[config.mk]
export PLATFORM = sky130hd
export DESIGN_NAME = d_grf_mp
export DESIGN_NICKNAME = d
export VERILOG_FILES = /design/src/rtl/d_grf_mp_pkg.sv /design/src/rtl/grf_bypass_sel.sv /design/src/rtl/d_grf_mp.sv
export SDC_FILE = /design/constraint.sdc
export NUM_CORES = 2
export LEC_CHECK = 0
export BUFFER_PORTS_ARGS = -buffer_cell sky130_fd_sc_hd__buf_2
export CAP_MARGIN = 10
export CORE_UTILIZATION = 44
export CTS_CLUSTER_SIZE = 14
export DETAILED_ROUTE_END_ITERATION = 7
export MAX_ROUTING_LAYER = met4
export PLACE_DENSITY_LB_ADDON = 0.05
export SETUP_SLACK_MARGIN = 0.05
export SYNTH_ARGS = -nofsm -noshare
export SYNTH_HDL_FRONTEND = slang
export SYNTH_HIERARCHICAL = 1
export SYNTH_SLANG_ARGS = --single-unit
export TNS_END_PERCENT = 100
[constraint.sdc]
create_clock -name clk -period 6.86 [get_ports clk]
set_clock_uncertainty 0.2 [all_clocks]
set_input_delay 2.058 -clock clk [delete_from_list [all_inputs] [get_ports clk]]
set_output_delay 2.058 -clock clk [all_outputs]
set_load 0.01 [all_outputs]
[src/rtl/d_grf_mp_pkg.sv]
// Shared defaults for the D-stage general register file.
package d_grf_mp_pkg;
    localparam int DW_DEF   = 32;
    localparam int AW_DEF   = 5;
    localparam int ZERO_REG = 0;    // hardwired-zero register index
endpackage

[src/rtl/grf_bypass_sel.sv]
// One read port: W->D bypass priority select over all write ports plus busy masking.
module grf_bypass_sel
    import d_grf_mp_pkg::*;
#(
    parameter int DW = DW_DEF,
    parameter int AW = AW_DEF,
    parameter int NW = 2
) (
    input  logic [AW-1:0]    ra,
    input  logic [DW-1:0]    arr_rd,
    input  logic             arr_busy,
    input  logic [NW-1:0]    we,
    input  logic [NW*AW-1:0] wa,
    input  logic [NW*DW-1:0] wd,
    output logic [DW-1:0]    rd,
    output logic             rbusy
);
    localparam logic [AW-1:0] ZA = AW'(ZERO_REG);

    logic hit;

    // Ascending scan so the highest-indexed matching port is the last assignment.
    always_comb begin
        rd  = arr_rd;
        hit = 1'b0;
        for (int j = 0; j < NW; j++) begin
            if (we[j] && wa[j*AW +: AW] == ra) begin
                rd  = wd[j*DW +: DW];
                hit = 1'b1;
            end
        end
        if (ra == ZA) rd = '0;
        // A same-cycle write resolves the hazard through the bypass.
        rbusy = arr_busy && !hit && (ra != ZA);
    end
endmodule

[src/rtl/d_grf_mp.sv]
// Multi-port GRF with W->D bypass and per-register busy scoreboard; r0 reads zero.
module d_grf_mp
    import d_grf_mp_pkg::*;
#(
    parameter int DW = DW_DEF,
    parameter int AW = AW_DEF,
    parameter int NR = 2,
    parameter int NW = 2
) (
    input  logic             clk,
    input  logic             reset,
    input  logic [NR*AW-1:0] ra,
    output logic [NR*DW-1:0] rd,
    output logic [NR-1:0]    rbusy,
    input  logic [NW-1:0]    we,
    input  logic [NW*AW-1:0] wa,
    input  logic [NW*DW-1:0] wd,
    input  logic             iss_en,
    input  logic [AW-1:0]    iss_a,
    input  logic             flush
);
    localparam int            DEPTH = 1 << AW;
    localparam logic [AW-1:0] ZA    = AW'(ZERO_REG);

    logic [DW-1:0]    regs [DEPTH];
    logic [DEPTH-1:0] busy;
    logic [DEPTH-1:0] busy_nxt;

    // Later ports overwrite earlier ones, giving the highest index priority.
    always_ff @(posedge clk) begin
        if (reset) begin
            for (int k = 0; k < DEPTH; k++) regs[k] <= '0;
        end else begin
            for (int j = 0; j < NW; j++) begin
                if (we[j] && wa[j*AW +: AW] != ZA)
                    regs[wa[j*AW +: AW]] <= wd[j*DW +: DW];
            end
        end
    end

    always_comb begin
        busy_nxt = busy;
        if (flush) begin
            busy_nxt = '0;
        end else begin
            for (int j = 0; j < NW; j++) begin
                if (we[j]) busy_nxt[wa[j*AW +: AW]] = 1'b0;
            end
            // Issue after clears: a reservation beats a same-cycle write-back.
            if (iss_en) busy_nxt[iss_a] = 1'b1;
        end
        busy_nxt[ZERO_REG] = 1'b0;
    end

    always_ff @(posedge clk) begin
        if (reset) busy <= '0;
        else       busy <= busy_nxt;
    end

    for (genvar i = 0; i < NR; i++) begin : g_rd
        grf_bypass_sel #(
            .DW (DW),
            .AW (AW),
            .NW (NW)
        ) u_sel (
            .ra       (ra[i*AW +: AW]),
            .arr_rd   (regs[ra[i*AW +: AW]]),
            .arr_busy (busy[ra[i*AW +: AW]]),
            .we       (we),
            .wa       (wa),
            .wd       (wd),
            .rd       (rd[i*DW +: DW]),
            .rbusy    (rbusy[i])
        );
    end
endmodule

---- After elaboration in Yosys (flattened, before gate mapping) ----
Memories as Yosys holds them, arrays and structs flattened.
Index checks and enable logic that the tools add are counted.
operators by class
  reductions and logical operators ........ 24
  shift operators ......................... 0
  multipliers ............................. 0
  equal/unequal tests ..................... 4
  bitwise logic cells ..................... 5
  multiplexer cells ....................... 39
  div/mod/pow operators ................... 0
  magnitude comparators ................... 8
  $add $sub $neg .......................... 0
operators by type and width
  kind                                                                                  count
  32-bit two-way mux                                                                    13
  32-bit AND                                                                            2
  32-bit NOT                                                                            2
  32-bit OR reduction                                                                   2
  32-bit OR                                                                             1
  5-bit by 6-bit less-than comparator with 1-bit output (second input constant)         5
  5-bit equality test                                                                   4
  5-bit nonzero test                                                                    4
  1-bit two-way mux                                                                     19
  1-bit demux with 5-bit select                                                         3
  5-bit by 1-bit greater-or-equal comparator with 1-bit output (second input constant)  3
  1-bit logical AND                                                                     13
  1-bit binary-select mux with 5-bit select                                             2
  5-bit zero test                                                                       2
  5-bit two-way mux                                                                     2
  1-bit zero test                                                                       2
  2-bit OR reduction                                                                    1
storage, ports and cells
  RAM bits ................................ 1024
  output and inout bits ................... 66
  flip-flop bits (word level) ............. 32
  memory bits (read-only) ................. 0
  input bits .............................. 95
  latch bits .............................. 0
  memories ................................ 1
memories
  name  depth  bits a word  read ports  clocked after Yosys merged registers in  wr ports  line            text
  regs  32     32           2           0                                        32        d_grf_mp.sv:25  logic [DW-1:0] regs [DEPTH];

---- Logic depth before layout (Yosys ltp) ----
  word-level depth ........................ 13
  gate-level depth with buffers ........... 9

---- Cells and area by module ----
Netlist, hierarchy kept.
modules (own cells, without submodules)
  module          instances  seq. area each (um^2)  area an instance (um^2)  cells each
  d_grf_mp        1          31370.1                58537.4                  3812
  grf_bypass_sel  2          0.0                    1291.2                   179

---- Least setup slack after synthesis ----
OpenSTA, ideal clock, no wires.
  path kind ............................... input to output
  from .................................... input port ra[7]
  to ...................................... output port rd[63]
  required time ........................... 4.602 ns
  path slack .............................. 0.788 ns
  stages .................................. 8
  data arrival time ....................... 3.814 ns
  path buffers ............................ 3
  path through ............................ buf_2 clkbuf_1 buf_1 mux4_2 o22ai_1 nor4_1 o21ai_0 a311oi_1
between the ends
  cells in the longest elaborated chain, start to end .. 5
RTL lines
  what                                                                        line                  text
  start: declaration                                                          d_grf_mp.sv:12        input logic [NR*AW-1:0] ra,
  parallel branches: the longest is 4 deep, another holds memory 32 x 32 bit  n/a
  32-bit two-way mux (*)                                                      grf_bypass_sel.sv:32  if (ra == ZA) rd = '0;
  end: declaration                                                            d_grf_mp.sv:13        output logic [NR*DW-1:0] rd,
Every way passes the cells marked *.

---- Worst setup path in the final report ----
  from .................................... input port ra[6]
  to ...................................... output port rd[54]
Same word-level chain as after synthesis.

==> results.json <==
{
  "place_ws_ns": -0.2827,
  "maxSlewHeadroom_pct": 13.17,
  "p_sw_w": 0.004631,
  "synthArstFlopShare_pct": 0,
  "max-cap-violations": 0,
  "cts_tree": "built",
  "pin_count": 161,
  "synth.largest_area_cell": "edfxtp_1",
  "p_leak_nw": 23.34,
  "clock_sinks": 1055,
  "period_minus_slack_ns": 6.841,
  "crit_required_ns": 4.60,
  "tightest_slew_ns": 1.300,
  "multi_input_area_mm2": 0.02785,
  "cp-start-kind": "input pin",
  "hpwl_um": 172900,
  "first_iter_violations": 8365,
  "ys_seq_elements": 1055,
  "synth_cell_type_count": 54,
  "worstSetupPathType": "in2out",
  "cts_inserted_buffers": 120,
  "initial_core_util_pct": 44.40,
  "routed_wl_um": 286800,
  "fin_crit_sh_pct": 99.72,
  "cts.clk_slew.worst_paths_ns": 0.06,
  "irDropWorstVdd_mv": 0.2206,
  "fp.dieW_um": 374.7,
  "dr.pass1.iters": 8,
  "swShare_pct": 27.45,
  "drive_gt1_share_pct": 34.29,
  "gp_congestion": 0.9249,
  "track_usage_pct": 41.32,
  "ys_top_cells_by_area": "edfxtp_1, mux4_2, a22o_1, clkbuf_1, o22ai_1",
  "grt_pass1_wl_um": 389600,
  "synth_enable_flop_cells": 1024,
  "num_rows": 136,
  "power_density_mw_per_mm2": 239.7,
  "drc": 40,
  "grt_max_degree": 50,
  "crit_fanout": 21,
  "fmax_mhz": 146.2,
  "fp.dieH_um": 374.7,
  "path_cells": "buf_12, buf_16, buf_4, mux4_2, o22ai_1, nor4_1, o21ai_1, a311oi_2, buf_2",
  "core_area_mm2": 0.1377,
  "fin_ws_ns": 0.01914,
  "final_antenna_net_count": 0,
  "cp_slowest_stage_delay_ns": 0.51,
  "ctsHtreeMaxLevel": 3,
  "avgViaCountPerCell": 8.098,
  "cts_buffer_depth": 3,
  "synth_top_area_share_pct": 50.31,
  "antenna_found_initial": 14,
  "syn_avg_cell_area_um2": 14.66,
  "p_clk_share_pct": 38.8,
  "regArea_mm2": 0.03137,
  "synth-seq-area-share_pct": 51.33,
  "buffer_ports.inserted": 160,
  "critPathTopFamily": "compound AO/OA/AOI/OAI gates",
  "setup_viol": 0,
  "grt_pass1_vias": 48370,
  "outcome": "finished, violations left",
  "p_comb_share_pct": 15.9,
  "rsz0062_at_grt": "yes",
  "vias": 49830,
  "final_util_pct": 51.11,
  "ys.flop_type": "edfxtp_1",
  "worstSetupEndpointType": "output port",
  "postSynthCellCount": 4170,
  "hold_buffers": 0,
  "syn-cell-area_mm2": 0.06112,
  "nets": 4343,
  "holdCritPathClass": "reg2reg",
  "grt-ovfl-total": 0,
  "crit_slowest_cell": "mux4_2",
  "seq_power_share_pct": 45.3,
  "holdWs_ns": 0.3318,
  "wire_per_inst_um": 46.61,
  "area_delta_synth_final_pct": 15.11,
  "finalPower_w": 0.01687,
  "clock-root-buffer": "clkbuf_16",
  "fillCellCount": 11430,
  "slew_viol_final": 0,
  "crit_buf_inv": 4,
  "intPower_w": 0.01224,
  "arrival_ns": 4.58,
  "die_area_mm2": 0.1404,
  "violations": "design-rule violations",
  "clock_latency_ns": 0.76,
  "ys.warnings.count": 6,
  "hold_viol_final": 0
}
cells in the mapped netlist (8+ instances only):
master    instances
a211o_1          21
a22o_1          992
a22oi_1          62
a311oi_2         60
and3b_1          15
buf_1            12
buf_2           178
buf_4            10
clkbuf_1        446
dfxtp_1          31
edfxtp_1       1024
mux2_2            8
mux2i_1          10
mux4_2          518
nand2_1          16
nand2b_1          9
nand3_1          11
nand3b_1         15
nand4_1          74
nor2_1           60
nor2b_1           8
nor3_1           89
nor3_2            8
nor3b_1          14
nor4_1           64
o21ai_0          67
o22ai_1         256
xnor2_1          20
state kept, by name (all words and copies together) (netlist names):
register / count
busy: 31
regs: 1024
worst register-to-register path: stages, from the launching register on:
cell and delay (ns):
dfxtp_1 0.32, a22oi_1 0.18, nor2_1 0.06
timing repair:
| action | in CTS | in global routing |
|---|---|---|
| resized for setup | 34 | 32 |
| buffers inserted | 6 | 14 |
| pin swaps | 2 | 6 |
| gates cloned | 3 | 1 |
| setup endpoints to repair | 31 | 26 |
layer usage:
layer	part of all wire (%)	global-route usage, %
met3	15	14.65
met4	5.5	19.96
met2	43	58.93
met5	0	-
met1	37	52.26
worst paths after layout:
path	start	to	slack, ns	cells past startpoint
max	ra[6]	rd[54]	0.02	9
max reg2reg	busy[13]	busy[13]	5.96	2
min reg2reg	busy[9]	busy[9]	0.33	2
min	busy[9]	busy[9]	0.33	2
logic make-up (layout without fill, tap and decap cells):
logic type / after synthesis / after routing / share of synthesized area [%]
simple gates: 426 / 426 / 4.256
compound gates: 1477 / 1477 / 20.21
xor+xnor: 20 / 20 / 0.2866
other cells: 1 / 46 / 0.006135
flops: 1055 / 1055 / 51.33
buf+inv: 655 / 799 / 4.522
mux: 536 / 536 / 19.40
cell usage in the layout (no fill, tap or decap), types with 8 or more instances in the layout:
cell type     n
clkinv_1     31
clkbuf_1     17
clkinv_2     22
dfxtp_1      31
nor4_2       18
a22oi_1      62
xnor2_1      18
diode_2      14
a22o_1      992
nand3b_1     15
nor3_1       66
o22ai_1     253
buf_2       153
nor2_4       25
a311oi_2     58
mux4_2      518
nor2_1       38
nand3_1       9
nor4_1       41
nand2_2      10
a211o_2      21
o21ai_0      62
nor3_2       23
clkbuf_16   122
nor3_4       15
buf_4       345
buf_12       59
nand4_1      74
bufinv_16    14
and3b_1      15
edfxtp_1   1024
mux2_2        8
conb_1       32
mux2i_1      10
nor3b_1      14
layout make-up:
class,instances,share of cell area [%]
clock inverters,81,1.138
diodes,14,0.04979
well taps,1794,3.190
flip-flops and latches,1055,44.59
inverters,3,0.01601
repair buffers,577,7.046
clock buffers,138,4.394
multi-input cells,2491,39.58
through the flow:
step	TNS [ns]	cells	area, um^2
after floorplan	0	4201	61240
after global placement	-1.993	5894	65710
after detailed placement	-2.214	5896	65740
after CTS	0	6124	70020
after global routing	0	6151	70350
final	0	6153	70360
power groups by stage:
stage               clock network [W]  registers (W)  logic, W
floorplan                           0        0.00768   0.00142
global placement                    0        0.00773   0.00250
detailed placement                  0        0.00776   0.00252
CTS                           0.00657        0.00763   0.00257
global route                  0.00680        0.00767   0.00272
finish                        0.00655        0.00764   0.00268
Note: power is estimated with default switching activity, not from simulation.
